## src/rtl/inv_pkg.sv

```systemverilog
// Shared definitions for the inverter/negator pipeline: operand modes and
// the width-agnostic result function used by the first pipeline stage.
package inv_pkg;

    typedef enum logic [1:0] {
        MODE_PASS = 2'b00,
        MODE_NOT  = 2'b01,
        MODE_NEG  = 2'b10,
        MODE_NEGS = 2'b11
    } mode_e;

    // Returns {ovf, result}; only the low 'width' result bits are meaningful.
    function automatic logic [32:0] inv_compute(
        input logic [31:0] operand,
        input int unsigned width,
        input mode_e       mode
    );
        logic [63:0] mask_wide;
        logic [31:0] mask;
        logic [31:0] msb;
        logic [31:0] x;
        logic [31:0] neg;
        logic [31:0] res;
        logic        ovf;
        mask_wide = (64'd1 << width) - 64'd1;
        mask      = mask_wide[31:0];
        msb       = 32'd1 << (width - 1);
        x         = operand & mask;
        neg       = (~x + 32'd1) & mask;
        res       = x;
        ovf       = 1'b0;
        case (mode)
            MODE_PASS: res = x;
            MODE_NOT:  res = ~x & mask;
            MODE_NEG: begin
                res = neg;
                ovf = (x == msb);
            end
            MODE_NEGS: begin
                // The most-negative value has no positive twin; clamp to max.
                ovf = (x == msb);
                res = ovf ? (msb - 32'd1) : neg;
            end
            default: res = x;
        endcase
        return {ovf, res};
    endfunction

endpackage

```

## src/rtl/inv_stage.sv

```systemverilog
// One pipeline slot: valid/data/ovf register that loads whenever the
// surrounding ready chain says this slot may advance.
module inv_stage #(
    parameter int WIDTH = 8
) (
    input  logic             clk,
    input  logic             reset,
    input  logic             adv,
    input  logic             d_valid,
    input  logic [WIDTH-1:0] d_data,
    input  logic             d_ovf,
    output logic             q_valid,
    output logic [WIDTH-1:0] q_data,
    output logic             q_ovf
);

    always_ff @(posedge clk or posedge reset) begin
        if (reset) begin
            q_valid <= 1'b0;
            q_data  <= '0;
            q_ovf   <= 1'b0;
        end else if (adv) begin
            q_valid <= d_valid;
            q_data  <= d_data;
            q_ovf   <= d_ovf;
        end
    end

endmodule

```

## src/rtl/inv_pipe.sv

```systemverilog
// Pipelined pass/NOT/negate/saturating-negate operand preparation with full
// valid/ready back-pressure and a completed-transfer counter.
module inv_pipe
    import inv_pkg::*;
#(
    parameter int WIDTH  = 8,
    parameter int STAGES = 2,
    parameter int CNT_W  = 8
) (
    input  logic             clk,
    input  logic             reset,
    input  logic             in_valid,
    output logic             in_ready,
    input  logic [WIDTH-1:0] in_data,
    input  logic [1:0]       in_mode,
    output logic             out_valid,
    input  logic             out_ready,
    output logic [WIDTH-1:0] out_data,
    output logic             out_ovf,
    output logic [CNT_W-1:0] xfer_count
);

    logic [32:0]      calc;
    logic [STAGES-1:0] st_valid;
    logic [STAGES-1:0] st_ovf;
    logic [STAGES-1:0] adv;
    logic [WIDTH-1:0] st_data [STAGES];
    logic [CNT_W-1:0] cnt_reg;
    logic             out_fire;

    assign calc = inv_compute(32'(in_data), 32'(WIDTH), mode_e'(in_mode));

    if (WIDTH < 32) begin : g_unused
        logic unused_calc_bits;
        assign unused_calc_bits = ^calc[31:WIDTH];
    end

    genvar gi;
    for (gi = 0; gi < STAGES; gi++) begin : g_stage
        logic             d_valid;
        logic [WIDTH-1:0] d_data;
        logic             d_ovf;

        if (gi == 0) begin : g_first
            assign d_valid = in_valid;
            assign d_data  = calc[WIDTH-1:0];
            assign d_ovf   = calc[32];
        end else begin : g_rest
            assign d_valid = st_valid[gi-1];
            assign d_data  = st_data[gi-1];
            assign d_ovf   = st_ovf[gi-1];
        end

        // A slot may move when the sink is taking data or any slot from here
        // to the output is empty; flattened to avoid a combinational chain.
        assign adv[gi] = out_ready || !(&st_valid[STAGES-1:gi]);

        inv_stage #(.WIDTH(WIDTH)) u_stage (
            .clk     (clk),
            .reset   (reset),
            .adv     (adv[gi]),
            .d_valid (d_valid),
            .d_data  (d_data),
            .d_ovf   (d_ovf),
            .q_valid (st_valid[gi]),
            .q_data  (st_data[gi]),
            .q_ovf   (st_ovf[gi])
        );
    end

    assign in_ready  = !st_valid[0] || adv[0];
    assign out_valid = st_valid[STAGES-1];
    assign out_data  = st_data[STAGES-1];
    assign out_ovf   = st_ovf[STAGES-1];
    assign out_fire  = out_valid && out_ready;

    always_ff @(posedge clk or posedge reset) begin
        if (reset) begin
            cnt_reg <= '0;
        end else if (out_fire) begin
            cnt_reg <= cnt_reg + CNT_W'(1);
        end
    end

    assign xfer_count = cnt_reg;

endmodule

```

## config.mk

```make
export PLATFORM = sky130hd
export DESIGN_NAME = inv_pipe
export DESIGN_NICKNAME = d
export VERILOG_FILES = /design/src/rtl/inv_pkg.sv /design/src/rtl/inv_stage.sv /design/src/rtl/inv_pipe.sv
export SDC_FILE = /design/constraint.sdc
export NUM_CORES = 1
export LEC_CHECK = 0
export ABC_AREA = 1
export BUFFER_PORTS_ARGS = -buffer_cell sky130_fd_sc_hd__buf_2
export CORE_ASPECT_RATIO = 0.6
export CORE_MARGIN = 3
export CORE_UTILIZATION = 55
export DETAILED_ROUTE_END_ITERATION = 16
export GPL_ROUTABILITY_DRIVEN = 0
export PLACE_DENSITY = 0.84
export SYNTH_ARGS = -nofsm -noshare
export SYNTH_HDL_FRONTEND = slang
export SYNTH_HIERARCHICAL = 1
export SYNTH_SLANG_ARGS = --single-unit
```

## constraint.sdc

```tcl
create_clock -name clk -period 2.4 [get_ports clk]
set_clock_uncertainty 0.15 [all_clocks]
set_input_delay 0.24 -clock clk [delete_from_list [all_inputs] [get_ports clk]]
set_output_delay 0.24 -clock clk [all_outputs]
set_load 0.005 [all_outputs]
```

**After elaboration in Yosys (flattened, before gate mapping)**

Cells that the tools add are included.
Widths: inputs -> output; s select.

- $add $sub $neg: 2
- Reduce and logical (&&, ||, !) cells: 10
- Multiplexer cells: 3
- Eq/ne operators: 4
- Bitwise logic cells: 1

Operators by type and width:

| cell | count |
|---|---|
| $pmux 8 s4 | 1 |
| $add 8x1->8 const B | 2 |
| $eq 8x8->1 const B | 1 |
| $mux 8 | 1 |
| $not 8->8 | 1 |
| $eq 2x2->1 const B | 2 |
| $logic_not 1->1 | 3 |
| $logic_or 1x1->1 | 3 |
| $eq 2x1->1 const B | 1 |
| $logic_not 2->1 | 1 |
| $reduce_and 2->1 | 1 |
| $reduce_or 2->1 | 1 |
| $logic_and 1x1->1 | 1 |
| $mux 1 | 1 |

- Word-level logic and storage cells: 27
- Bits of input ports: 14
- Output and inout port bits: 19
- Flip-flop bits (word level): 28

**Longest topological paths before layout**

Gate-level depths: netlist of run 1.

- Depth after elaboration: 4
- Gate-level depth with buffers: 10
- Gate-level depth less buffers: 10

**Cells and area by module**

The synthesis of run 1 kept the hierarchy.

By module, submodules not included:

| module | cells each | times used | area each (um^2) | sequential area each (um^2) |
|---|---|---|---|---|
| inv_stage | 43 | 2 | 381.6 | 250.2 |
| inv_pipe | 111 | 1 | 719.4 | 200.2 |

**Least setup slack after synthesis of run 1**

No wires, ideal clock.

- Path kind: input to register
- From: input port in_data[1]
- To: register g_stage[0].u_stage.q_data[1]
- Slack: 1.036 ns
- Cell stages on the path: 8
- Path buffers: 0
- Library setup time: 0.065 ns
- Data arrival time: 1.149 ns
- Data required time: 2.185 ns
- Path through: inv_1 > ha_1 > nand2_1 > nor2_1 > nand3b_1 > a22oi_1 > nand2_1 > nand2_1

- Cells in the longest elaborated chain, start to end: 4
- Elaborated cells between the ends (all ways): 5
- Classes of those cells: 1 x add/sub; 1 x eq/ne; 2 x mux; 1 x bitwise

Ends and longest elaborated chain:

| what | RTL line | source |
|---|---|---|
| from (decl) | inv_pipe.sv:14 | `input logic [WIDTH-1:0] in_data,` |
| $not 8->8 | inv_pkg.sv:29, inv_pkg.sv:34 |  |
| $add 8x1->8 | inv_pkg.sv:29 | `neg = (~x + 32'd1) & mask;` |
| $mux 8 | inv_pkg.sv:42 | `res = ovf ? (msb - 32'd1) : neg;` |
| $pmux 8 s4 (*) | inv_pkg.sv:32 | `case (mode)` |
| via calc[1] | inv_pipe.sv:23 | `logic [32:0] calc;` |
| to (signal assigned) | inv_stage.sv:24 | `q_data <= d_data;` |
| to (decl) | inv_stage.sv:13 | `output logic [WIDTH-1:0] q_data,` |

The timed path passes the listed nets; every way through them passes the cells marked *.
A chain may end at the register's enable or synchronous reset.

**Worst setup path in the final report of run 1**

- From: register g_stage[1].u_stage.q_valid
- To: register g_stage[0].u_stage.q_ovf

- Cells in the longest elaborated chain, start to end: 3

Ends and longest elaborated chain:

| what | RTL line | source |
|---|---|---|
| from (decl) | inv_stage.sv:12 | `output logic q_valid,` |
| from (signal assigned) | inv_stage.sv:23 | `q_valid <= d_valid;` |
| $reduce_and 2->1 | inv_pipe.sv:56 | `assign adv[gi] = out_ready \|\| !(&st_valid[STAGES-1:gi]);` |
| $logic_not 1->1 | inv_pipe.sv:56 |  |
| $logic_or 1x1->1 | inv_pipe.sv:56 |  |
| via adv[0] | inv_pipe.sv:26 | `logic [STAGES-1:0] adv;` |
| to (signal assigned) | inv_stage.sv:25 | `q_ovf <= d_ovf;` |
| to (decl) | inv_stage.sv:14 | `output logic q_ovf` |

The timed path passes the listed nets, and every way through them passes these cells.

==> qor.txt, run 1 <==
Outcome = completed
Die extent in x = 73.0 um
Initial antenna violation count = 0
Final setup fails = 0
Root Buffer = clkbuf_8
Worst hold path type = input pin to flop
First-pass GRT wire length = 5680 um
Count leader, synth = nand2_1
Fmax = 649 MHz
Distinct cells, synth = 23
RSZ-0062 raised after global routing = false
Synthesized Nets = 213
Ant. Diodes = 0
Post-synthesis sequential area ratio = 47.3%
Yosys top cell area share = 47.3%
H-Tree Depth = 1
Post-DP HPWL = 2770 um
CTS tree = done
Grt ovf = 0
Commonest cells in the netlist = nand2_1 (94), dfrtp_1 (28), inv_1 (21)
Crit path capture type = flop
Tcrit/Tclk final = 64.2%
Initial Util = 62.9%
CTS Buf Count = 3
DRC viols = 0
Area Growth Syn to Fin = 15.9%
Vias per cell = 5.28
Worst VDD drop = 0.000515 V
Number of max-cap violations = 0
Num Clock Sinks = 28
Clk pin slew, worst setup/hold paths = 0.09 ns
Relative slew slack = 71.6%
Share of layout cells above drive strength 1 = 18.6%
Max Slew Vio Count = 0
Setup crit start kind = flop
Buffers on Ports = 32
Crit Path Category = flop to flop
Yosys warns = 6
I/O pin count = 33
DP Area = 1650 um^2
Dpl ws = 0.695 ns
Antenna Nets Post-Route = 0
Fin. Hold Viols = 0
Pin count of the biggest net entering global routing = 16
Yosys top cell by area = dfrtp_1
Inst Count DP = 256
Top FF cell, synth = dfrtp_1
CP arrival = 1.60 ns
Nets = 248
Core area = 2360 um^2
Worst skew pair latency = 0.27 ns
Min Tclk post-route = 1.54 ns
Post-Synthesis Cells = 197
Worst-Margin Slew = 0.425 ns
Vias in the first global route = 1265
Bufs on Longest Clock Path = 2
Iter 0 DRT Violations = 73
WL per Instance = 13.2 um
Total die area = 3380 um^2
Cell Pwr Density = 763 nW/um^2
Mapped cell area = 1480 um^2
Post-route setup slack = 0.859 ns
#FFs+latches synth = 28
Crit Path Max Fanout = 11
Avg Inst Size Synth = 7.53 um^2
Via total after detailed routing = 1379
Critical path required time = 2.46 ns
Asr flop ratio synth = 100%
First-pass iteration count of the detailed router = 4
GRT Util Overall = 22.2%
# Post-CTS Setup Buffers = 0
Pleak = 0.995 nW
Setup tns final = 0 ns
DRT Wirelength = 3450 um
Post-synth EDFFs = 0
Die height = 46.2 um
Site Rows = 13
Area contributors post-synth = dfrtp_1 (47%), nand2_1 (24%), nand3_1 (5.4%), inv_1 (5.3%), nor2_1 (2.3%)
Finished Cell Area = 1720 um^2
Non-filler cells, final = 261
==> layout make-up <==
| class | instances | area, um^2 |
|---|---|---|
| multi-input combinational | 143 | 668 |
| fill | 184 | 641 |
| timing repair buffer | 33 | 170 |
| clock buffer | 4 | 55.1 |
| sequential | 28 | 701 |
| inverter | 23 | 86.3 |
| tap | 30 | 37.5 |
==> per-layer routing <==
layer  share of wire, %  vias to the layer above  routed length, um  track usage [%]
met5                  0                        -                  0                0
met4               0.67                        0                 23             3.68
met3                8.2                        4                282             4.79
met2                 47                       57               1610             38.5
met1                 44                      639               1530             29.4
li1                   -                      679                  -                -
==> worst paths after layout <==
path,to,cells after the start,slack [ns],from
max reg2reg,g_stage[0].u_stage/q_ovf,4,0.86,g_stage[1].u_stage/q_valid
max in group asynchronous,g_stage[0].u_stage/q_data[0],3,1.46,reset
min in group asynchronous,xfer_count[4],3,0.31,reset
min,g_stage[0].u_stage/q_valid,3,0.02,in_valid
min reg2reg,xfer_count[7],1,0.32,xfer_count[7]
max,g_stage[0].u_stage/q_ovf,4,0.86,g_stage[1].u_stage/q_valid
==> critical path, stage by stage (launching register included) <==
cell and delay [ns]:
dfrtp_1 0.48, nand3_1 0.37, inv_2 0.30, nand2_1 0.09, nand2_1 0.08
==> where the power goes <==
part	switching (mW)	internal (mW)	total, mW	leakage (nW)
sequential	0.0954	0.571	0.667	0.335
combinational	0.205	0.151	0.356	0.631
clock	0.141	0.147	0.288	0.0288
==> kinds of logic (layout without fill, tap and decap cells) <==
logic type / Yosys count / count (layout) / share of synthesized area, %
compound gates: 6 / 6 / 2.28
xor+xnor: 5 / 5 / 2.95
fa+ha+maj: 2 / 2 / 1.69
buf+inv: 26 / 60 / 7.68
flops: 28 / 28 / 47.3
mux: 1 / 1 / 0.759
simple gates: 129 / 129 / 37.4
==> cell usage in the layout (no fill, tap or decap) <==
cell type      Yosys  layout
o21ai_1            1       1
nor3_1             1       1
xnor2_1            2       2
nand3b_1           2       2
inv_1             21      21
nand3_1           16      16
a22oi_1            1       1
dlygate4sd3_1      0       1
o22ai_1            1       1
mux2_2             1       1
clkbuf_8           0       4
nand2_1           94      94
o21ai_0            3       3
ha_1               2       2
nor3_4             1       1
nand4_1            3       3
xor2_1             3       3
nor2_4             1       1
buf_2              1      32
nand3_2            1       1
dfrtp_1           28      28
inv_2              2       2
nand2_4            1       1
nor2_1             9       9
==> state kept, by name, summed over array words and instances (netlist names) <==
register and cells:
g_stage.u_stage/q_valid 2, g_stage.u_stage/q_data 16, xfer_count 8, g_stage.u_stage/q_ovf 2
==> through the flow <==
step	utilization, %	total power [mW]	hold WS [ns]
6_report	72.8	1.31	0.0154
5_1_grt	72.8	1.39	0.0345
4_1_cts	72.8	1.31	0.0205
3_5_place_dp	70.1	1.03	0.0703
3_3_place_gp	70.1	0.995	0.0682
2_1_floorplan	-	0.875	-0.0943
==> what timing repair did <==
| action | CTS | global route |
|---|---|---|
| hold buffers | 1 | 0 |
| hold endpoints to repair | 28 | 0 |
| gates resized for setup | 0 | 0 |
No activity file was read; power rests on OpenSTA's default activity.
==> inputs of run 2 (changes only) <==
--- a/config.mk
+++ b/config.mk
@@ -5,14 +5,14 @@
 export SDC_FILE = /design/constraint.sdc
 export NUM_CORES = 1
 export LEC_CHECK = 0
-export ABC_AREA = 1
+export ABC_AREA = 0
 export BUFFER_PORTS_ARGS = -buffer_cell sky130_fd_sc_hd__buf_2
 export CORE_ASPECT_RATIO = 0.6
 export CORE_MARGIN = 3
-export CORE_UTILIZATION = 55
+export CORE_UTILIZATION = 53
 export DETAILED_ROUTE_END_ITERATION = 16
 export GPL_ROUTABILITY_DRIVEN = 0
-export PLACE_DENSITY = 0.84
+export PLACE_DENSITY = 0.81
 export SYNTH_ARGS = -nofsm -noshare
 export SYNTH_HDL_FRONTEND = slang
 export SYNTH_HIERARCHICAL = 1
==> constraint.sdc (replaced) <==
create_clock -name clk -period 1.5 [get_ports clk]
set_clock_uncertainty 0.15 [all_clocks]
set_input_delay 0.15 -clock clk [delete_from_list [all_inputs] [get_ports clk]]
set_output_delay 0.15 -clock clk [all_outputs]
set_load 0.005 [all_outputs]
==> run 2 against run 1 <==
  * Synthesized cell count shrank 34%
  * Clock-buffer cell count down 1
  * Global-route usage shrank 0.57 points
  * Highest routed layer unchanged
  * Via count decreased by 17%
  * Critical endpoint is now g_stage[0].u_stage/q_data[3]
  * Critical path type is now input pin to flop
==> qor.txt, run 2 <==
GRT Util Overall = 21.7%
Commonest non-fill, non-tap cells in the layout = buf_2 (31), dfrtp_1 (28), mux2_4 (20)
Max Slew Vio Count = 0
Tcrit/Tclk final = 97.5%
R2r setup slk = 0.09 ns
CTS tree = done
Antenna Nets Post-Route = 0
Num Clock Sinks = 28
Largest register FFs = 16
Vias in the first global route = 1180
Critical path required time = 1.52 ns
Finished Cell Area = 1970 um^2
Asr flop ratio synth = 100%
DRT Wirelength = 3540 um
Area Growth Syn to Fin = 27.3%
Commonest non-fill, non-tap cell in the layout = buf_2
Bufs on Longest Clock Path = 2
Final setup fails = 0
Via total after detailed routing = 1139
Design Power = 2.30 mW
Vias per cell = 5.25
Number of max-cap violations = 0
Yosys warns = 6
Min Tclk post-route = 1.46 ns
End of the worst register-to-register path = xfer_count[7]
First-pass GRT wire length = 5640 um
Post-Synthesis Cells = 130
Area contributors post-synth = dfrtp_1 (45%), mux2_4 (19%), xnor2_1 (4.5%), xor2_1 (2.3%), nand2_1 (2.2%)
Crit path capture type = flop
Die height = 47.9 um
Critical Path End = g_stage[0].u_stage/q_data[3]
Setup tns final = 0 ns
Pin count of the biggest net entering global routing = 17
Top FF cell, synth = dfrtp_1
Reg-to-reg startpoint = g_stage[1].u_stage/q_valid
Cell Pwr Density = 1170 nW/um^2
I/O pin count = 33
Post-synthesis sequential area ratio = 45.2%
CP arrival = 1.48 ns
Total die area = 3630 um^2
Worst-Margin Slew = 0.426 ns
Crit Path Category = input pin to flop
DP Area = 1860 um^2
Pleak = 0.990 nW
Worst VDD drop = 0.000581 V
Yosys top cell area share = 45.2%
Die extent in x = 75.9 um
Worst skew pair latency = 0.28 ns
Yosys top cell by area = dfrtp_1
Share of layout cells above drive strength 1 = 44.6%
CTS Buf Count = 3
Hold_ws = 0.0897 ns
Core area = 2650 um^2
Worst hold path type = input pin to flop
FILL cells = 181
Non-filler cells, final = 217
Inst Count DP = 211
Ant. Diodes = 0
Iter 0 DRT Violations = 103
Grt ovf = 0
Mapped cell area = 1550 um^2
DRC viols = 0
Setup crit start kind = input pin
Post-synth EDFFs = 0
RSZ-0062 raised after global routing = false
Fin. Hold Viols = 0
Crit Path Max Fanout = 3
Post-DP HPWL = 2810 um
Initial Util = 58.7%
Outcome = completed
#FFs+latches synth = 28
Site Rows = 14
Relative slew slack = 71.5%
Commonest cells in the netlist = dfrtp_1 (28), mux2_4 (20), nand2_1 (9)
H-Tree Depth = 1
Distinct cells, synth = 36
Avg Inst Size Synth = 11.9 um^2
Buffers on Ports = 32
Clk pin slew, worst setup/hold paths = 0.10 ns
Initial antenna violation count = 0
Root Buffer = clkbuf_8
WL per Instance = 16.3 um
First-pass iteration count of the detailed router = 4
Fmax = 684 MHz
# Post-CTS Setup Buffers = 0
Nets = 194
Synthesized Nets = 146
Worst Setup SP = in_data[1]
Biggest register = g_stage.u_stage/q_data
Worst r2r path cells = 4
Count leader, synth = dfrtp_1
==> run 2: cell count changes after synthesis, sizes merged, moves of 3 or more <==
cell   change
nand2     -86
a21oi      +3
xnor2      +6
mux2      +20
nand3     -14
inv       -15
==> run 2: repair_timing <==
item,4_1_cts,5_1_grt
resized for setup,1,4
setup endpoints to repair,1,3
hold buffers,2,0
pin swaps,0,0
hold endpoints to repair,29,0
==> run 2: critical path, cell delays in order <==
cell and delay (ns):
buf_2 0.15, inv_4 0.05, ha_4 0.15, or2b_4 0.22
or3_4 0.13, o21ai_1 0.06, a221o_1 0.32, mux2_4 0.25
==> run 2: cell type report <==
| type | count | area [um^2] | share of cell area, % |
|---|---|---|---|
| multi-input cells | 90 | 812 | 41.1 |
| flip-flops and latches | 28 | 701 | 35.5 |
| repair buffers | 47 | 305 | 15.5 |
| well taps | 40 | 50.0 | 2.53 |
| clock buffers | 3 | 41.3 | 2.09 |
| inverters | 8 | 35.0 | 1.77 |
| clock inverters | 1 | 30.0 | 1.52 |
==> run 2: report_power, final <==
part | leakage, nW | switching, mW | internal [mW] | total [mW]
clock | 0.0357 | 0.237 | 0.357 | 0.594
sequential | 0.338 | 0.142 | 0.912 | 1.05
combinational | 0.616 | 0.278 | 0.379 | 0.657
total | 0.990 | 0.656 | 1.65 | 2.30
==> run 2: cell families after synthesis <==
group	count (synthesis)	share of synthesized area [%]
AND/OR/NAND/NOR	36	13.5
flip-flops	28	45.2
multiplexers	22	20.7
AO/OA/AOI/OAI	18	7.58
XOR/XNOR	12	6.77
buffers and inverters	12	4.60
adder cells (fa/ha/maj)	2	1.61
==> run 2: metal layers <==
| layer | share of wire [%] | track usage, % |
|---|---|---|
| met1 | 46 | 28.8 |
| met2 | 49 | 36.7 |
| met3 | 3.4 | 5.03 |
| met4 | 1.3 | 4.53 |
| met5 | 0 | 0 |
==> run 2: stage by stage <==
| step | setup WS (ns) | utilization [%] |
|---|---|---|
| after floorplan | 0.00856 | - |
| after global placement | -0.205 | 70.4 |
| after detailed placement | -0.285 | 70.4 |
| after CTS | 0.0212 | 74.1 |
| after global routing | 0.00201 | 74.6 |
| final | 0.0374 | 74.6 |
==> run 2: worst min path at each step <==
| stage | cells after the start | slack, ns | end | from |
|---|---|---|---|---|
| floorplan | 1 | -0.18 | xfer_count[0] | reset |
| finish | 3 | 0.09 | xfer_count[0] | out_ready |
| global route | 3 | 0.11 | xfer_count[0] | out_ready |
| CTS | 3 | 0.07 | xfer_count[0] | out_ready |
| detailed placement | 2 | -0.003 | xfer_count[7] | reset |
| global placement | 2 | -0.03 | xfer_count[7] | reset |
==> inputs of run 3 (changes only) <==
--- a/config.mk
+++ b/config.mk
@@ -12,7 +12,7 @@
 export CORE_UTILIZATION = 53
 export DETAILED_ROUTE_END_ITERATION = 16
 export GPL_ROUTABILITY_DRIVEN = 0
-export PLACE_DENSITY = 0.81
+export PLACE_DENSITY_LB_ADDON = 0.08
 export SYNTH_ARGS = -nofsm -noshare
 export SYNTH_HDL_FRONTEND = slang
 export SYNTH_HIERARCHICAL = 1
==> constraint.sdc (replaced) <==
create_clock -name clk -period 1.35 [get_ports clk]
set_clock_uncertainty 0.15 [all_clocks]
set_input_delay 0.135 -clock clk [delete_from_list [all_inputs] [get_ports clk]]
set_output_delay 0.135 -clock clk [all_outputs]
set_load 0.005 [all_outputs]
==> run 3 against run 2 <==
  * The flow now finishes with violations (setup timing)
  * Cell area is 8.7% higher
  * First-iteration DRC count is 0.97% higher
  * Sequential power is 11% higher
  * Global-route usage is 0.56 points higher
  * Non-clock buffer count is 12 higher
  * Worst setup slack worse by 0.14 ns
  * Final cell count is 5.5% higher
  * Register-to-register slack worse by 0.19 ns
  * Critical path type is now flop to flop
  * Critical endpoint is now g_stage[0].u_stage/q_data[2]
==> qor.txt, run 3 (synthesis gave the netlist of run 2 again) <==
Outcome = finished, violations left
Failing checks = setup timing
Initial Util = 58.7%
Max Slew Vio Count = 0
CTS Buf Count = 3
Commonest non-fill, non-tap cell in the layout = buf_2
Bufs on Longest Clock Path = 2
Cell Pwr Density = 1240 nW/um^2
Number of max-cap violations = 0
Pleak = 1.07 nW
Worst VDD drop = 0.000910 V
FILL cells = 144
Setup tns final = -0.782 ns
End of the worst register-to-register path = g_stage[0].u_stage/q_data[2]
Min Tclk post-route = 1.45 ns
Post-DP HPWL = 2840 um
Biggest register = g_stage.u_stage/q_data
WL per Instance = 17.3 um
Core area = 2650 um^2
Routed wl met3 = 203 um
Die extent in x = 75.9 um
Die height = 47.9 um
H-Tree Depth = 1
Area Growth Syn to Fin = 38.4%
Worst-Margin Slew = 0.435 ns
CTS tree = done
Vias in the first global route = 1227
Critical path required time = 1.36 ns
Final setup fails = 10
Worst Min Path Start = out_ready
Crit path capture type = flop
Ant. Diodes = 0
Vias per cell = 5.35
First-pass iteration count of the detailed router = 4
Post-route setup slack = -0.0978 ns
Largest register FFs = 16
Commonest non-fill, non-tap cells in the layout = buf_2 (30), dfrtp_1 (28), buf_4 (21)
Relative slew slack = 71.0%
Via total after detailed routing = 1225
GRT Util Overall = 22.2%
Sink of the worst hold path = xfer_count[2]
Worst skew pair latency = 0.27 ns
Core Util, Final = 81.2%
Iter 0 DRT Violations = 104
Total die area = 3630 um^2
Share of layout cells above drive strength 1 = 51.9%
DRC viols = 0
Tcrit/Tclk final = 107%
Crit Path Max Fanout = 5
RSZ-0062 raised after global routing = true
Antenna Nets Post-Route = 0
Worst hold path type = input pin to flop
Clk pin slew, worst setup/hold paths = 0.09 ns
Dpl ws = -0.433 ns
Nets = 206
Site Rows = 14
Crit Path Category = flop to flop
Worst hold stages = 3
Fin. Hold Viols = 0
Pin count of the biggest net entering global routing = 17
WL met1 = 1930 um
Initial antenna violation count = 0
CP arrival = 1.46 ns
Root Buffer = clkbuf_8
I/O pin count = 33
Grt ovf = 0
DRT Wirelength = 3960 um
Setup crit start kind = flop
Worst r2r path cells = 3
DR top layer = met4
First-pass GRT wire length = 5840 um
Reg-to-reg startpoint = g_stage[1].u_stage/q_valid
Buffers on Ports = 32
Num Clock Sinks = 28
Fmax = 691 MHz
R2r setup slk = -0.1 ns
Met2 WL = 1820 um
[run 3: cell types whose count changed in the layout (fill, tap and decap cells not counted), sizes merged]
| cell | delta |
|---|---|
| buf | +11 |
| clkbuf | +1 |
[run 3: report_power, final]
| group | switching (mW) | leakage [nW] | internal (mW) |
|---|---|---|---|
| Clock | 0.260 | 0.0357 | 0.397 |
| Combinational | 0.354 | 0.697 | 0.491 |
| Sequential | 0.157 | 0.338 | 1.01 |
[run 3: how the worst max path moves through the flow]
stage,from,end,slack (ns),cells past startpoint
6_report,g_stage[1].u_stage/q_valid,g_stage[0].u_stage/q_data[2],-0.1,3
5_1_grt,g_stage[1].u_stage/q_valid,g_stage[0].u_stage/q_data[0],-0.11,3
4_1_cts,in_data[0],g_stage[0].u_stage/q_data[3],-0.05,7
3_5_place_dp,in_data[1],g_stage[0].u_stage/q_data[3],-0.43,8
3_3_place_gp,in_data[0],g_stage[0].u_stage/q_data[5],-0.41,7
2_1_floorplan,in_data[1],g_stage[0].u_stage/q_data[3],-0.12,7
[run 3: layout make-up]
type	count	area, um^2	share of cell area [%]
clock buffer	3	41.3	1.92
tap	40	50.0	2.33
inverter	8	50.0	2.33
clock inverter	1	30.0	1.40
timing repair buffer	59	444	20.7
multi-input combinational	90	831	38.7
sequential	28	701	32.6
[run 3: per-layer routing]
layer | global-route usage [%] | vias to the layer above
li1 | - | 575
met4 | 2.44 | 0
met1 | 32.0 | 612
met5 | 0 | -
met3 | 6.29 | 2
met2 | 34.7 | 36
[run 3: worst max-delay path, cell delays in order, from the launching register on]
cell	delay [ns]
dfrtp_1	0.42
nand3b_1	0.26
clkbuf_16	0.22
mux2_4	0.29
[run 3: timing repair]
item | 4_1_cts | 5_1_grt
cloned | 0 | 1
resized for setup | 11 | 4
hold buffers | 2 | 0
setup buffers | 2 | 2
setup endpoints to repair | 9 | 22
hold endpoints to repair | 29 | 0
pin swaps | 5 | 3
[run 3: through the flow]
step | power, mW | cell area [um^2] | std cells | hold slack [ns]
3_3_place_gp | 1.88 | 1940 | 218 | -0.0447
6_report | 2.67 | 2150 | 229 | 0.112
4_1_cts | 2.62 | 2090 | 226 | 0.0733
2_1_floorplan | 1.59 | 1590 | 130 | -0.199
5_1_grt | 2.80 | 2150 | 229 | 0.124
3_5_place_dp | 1.94 | 1940 | 218 | -0.0226
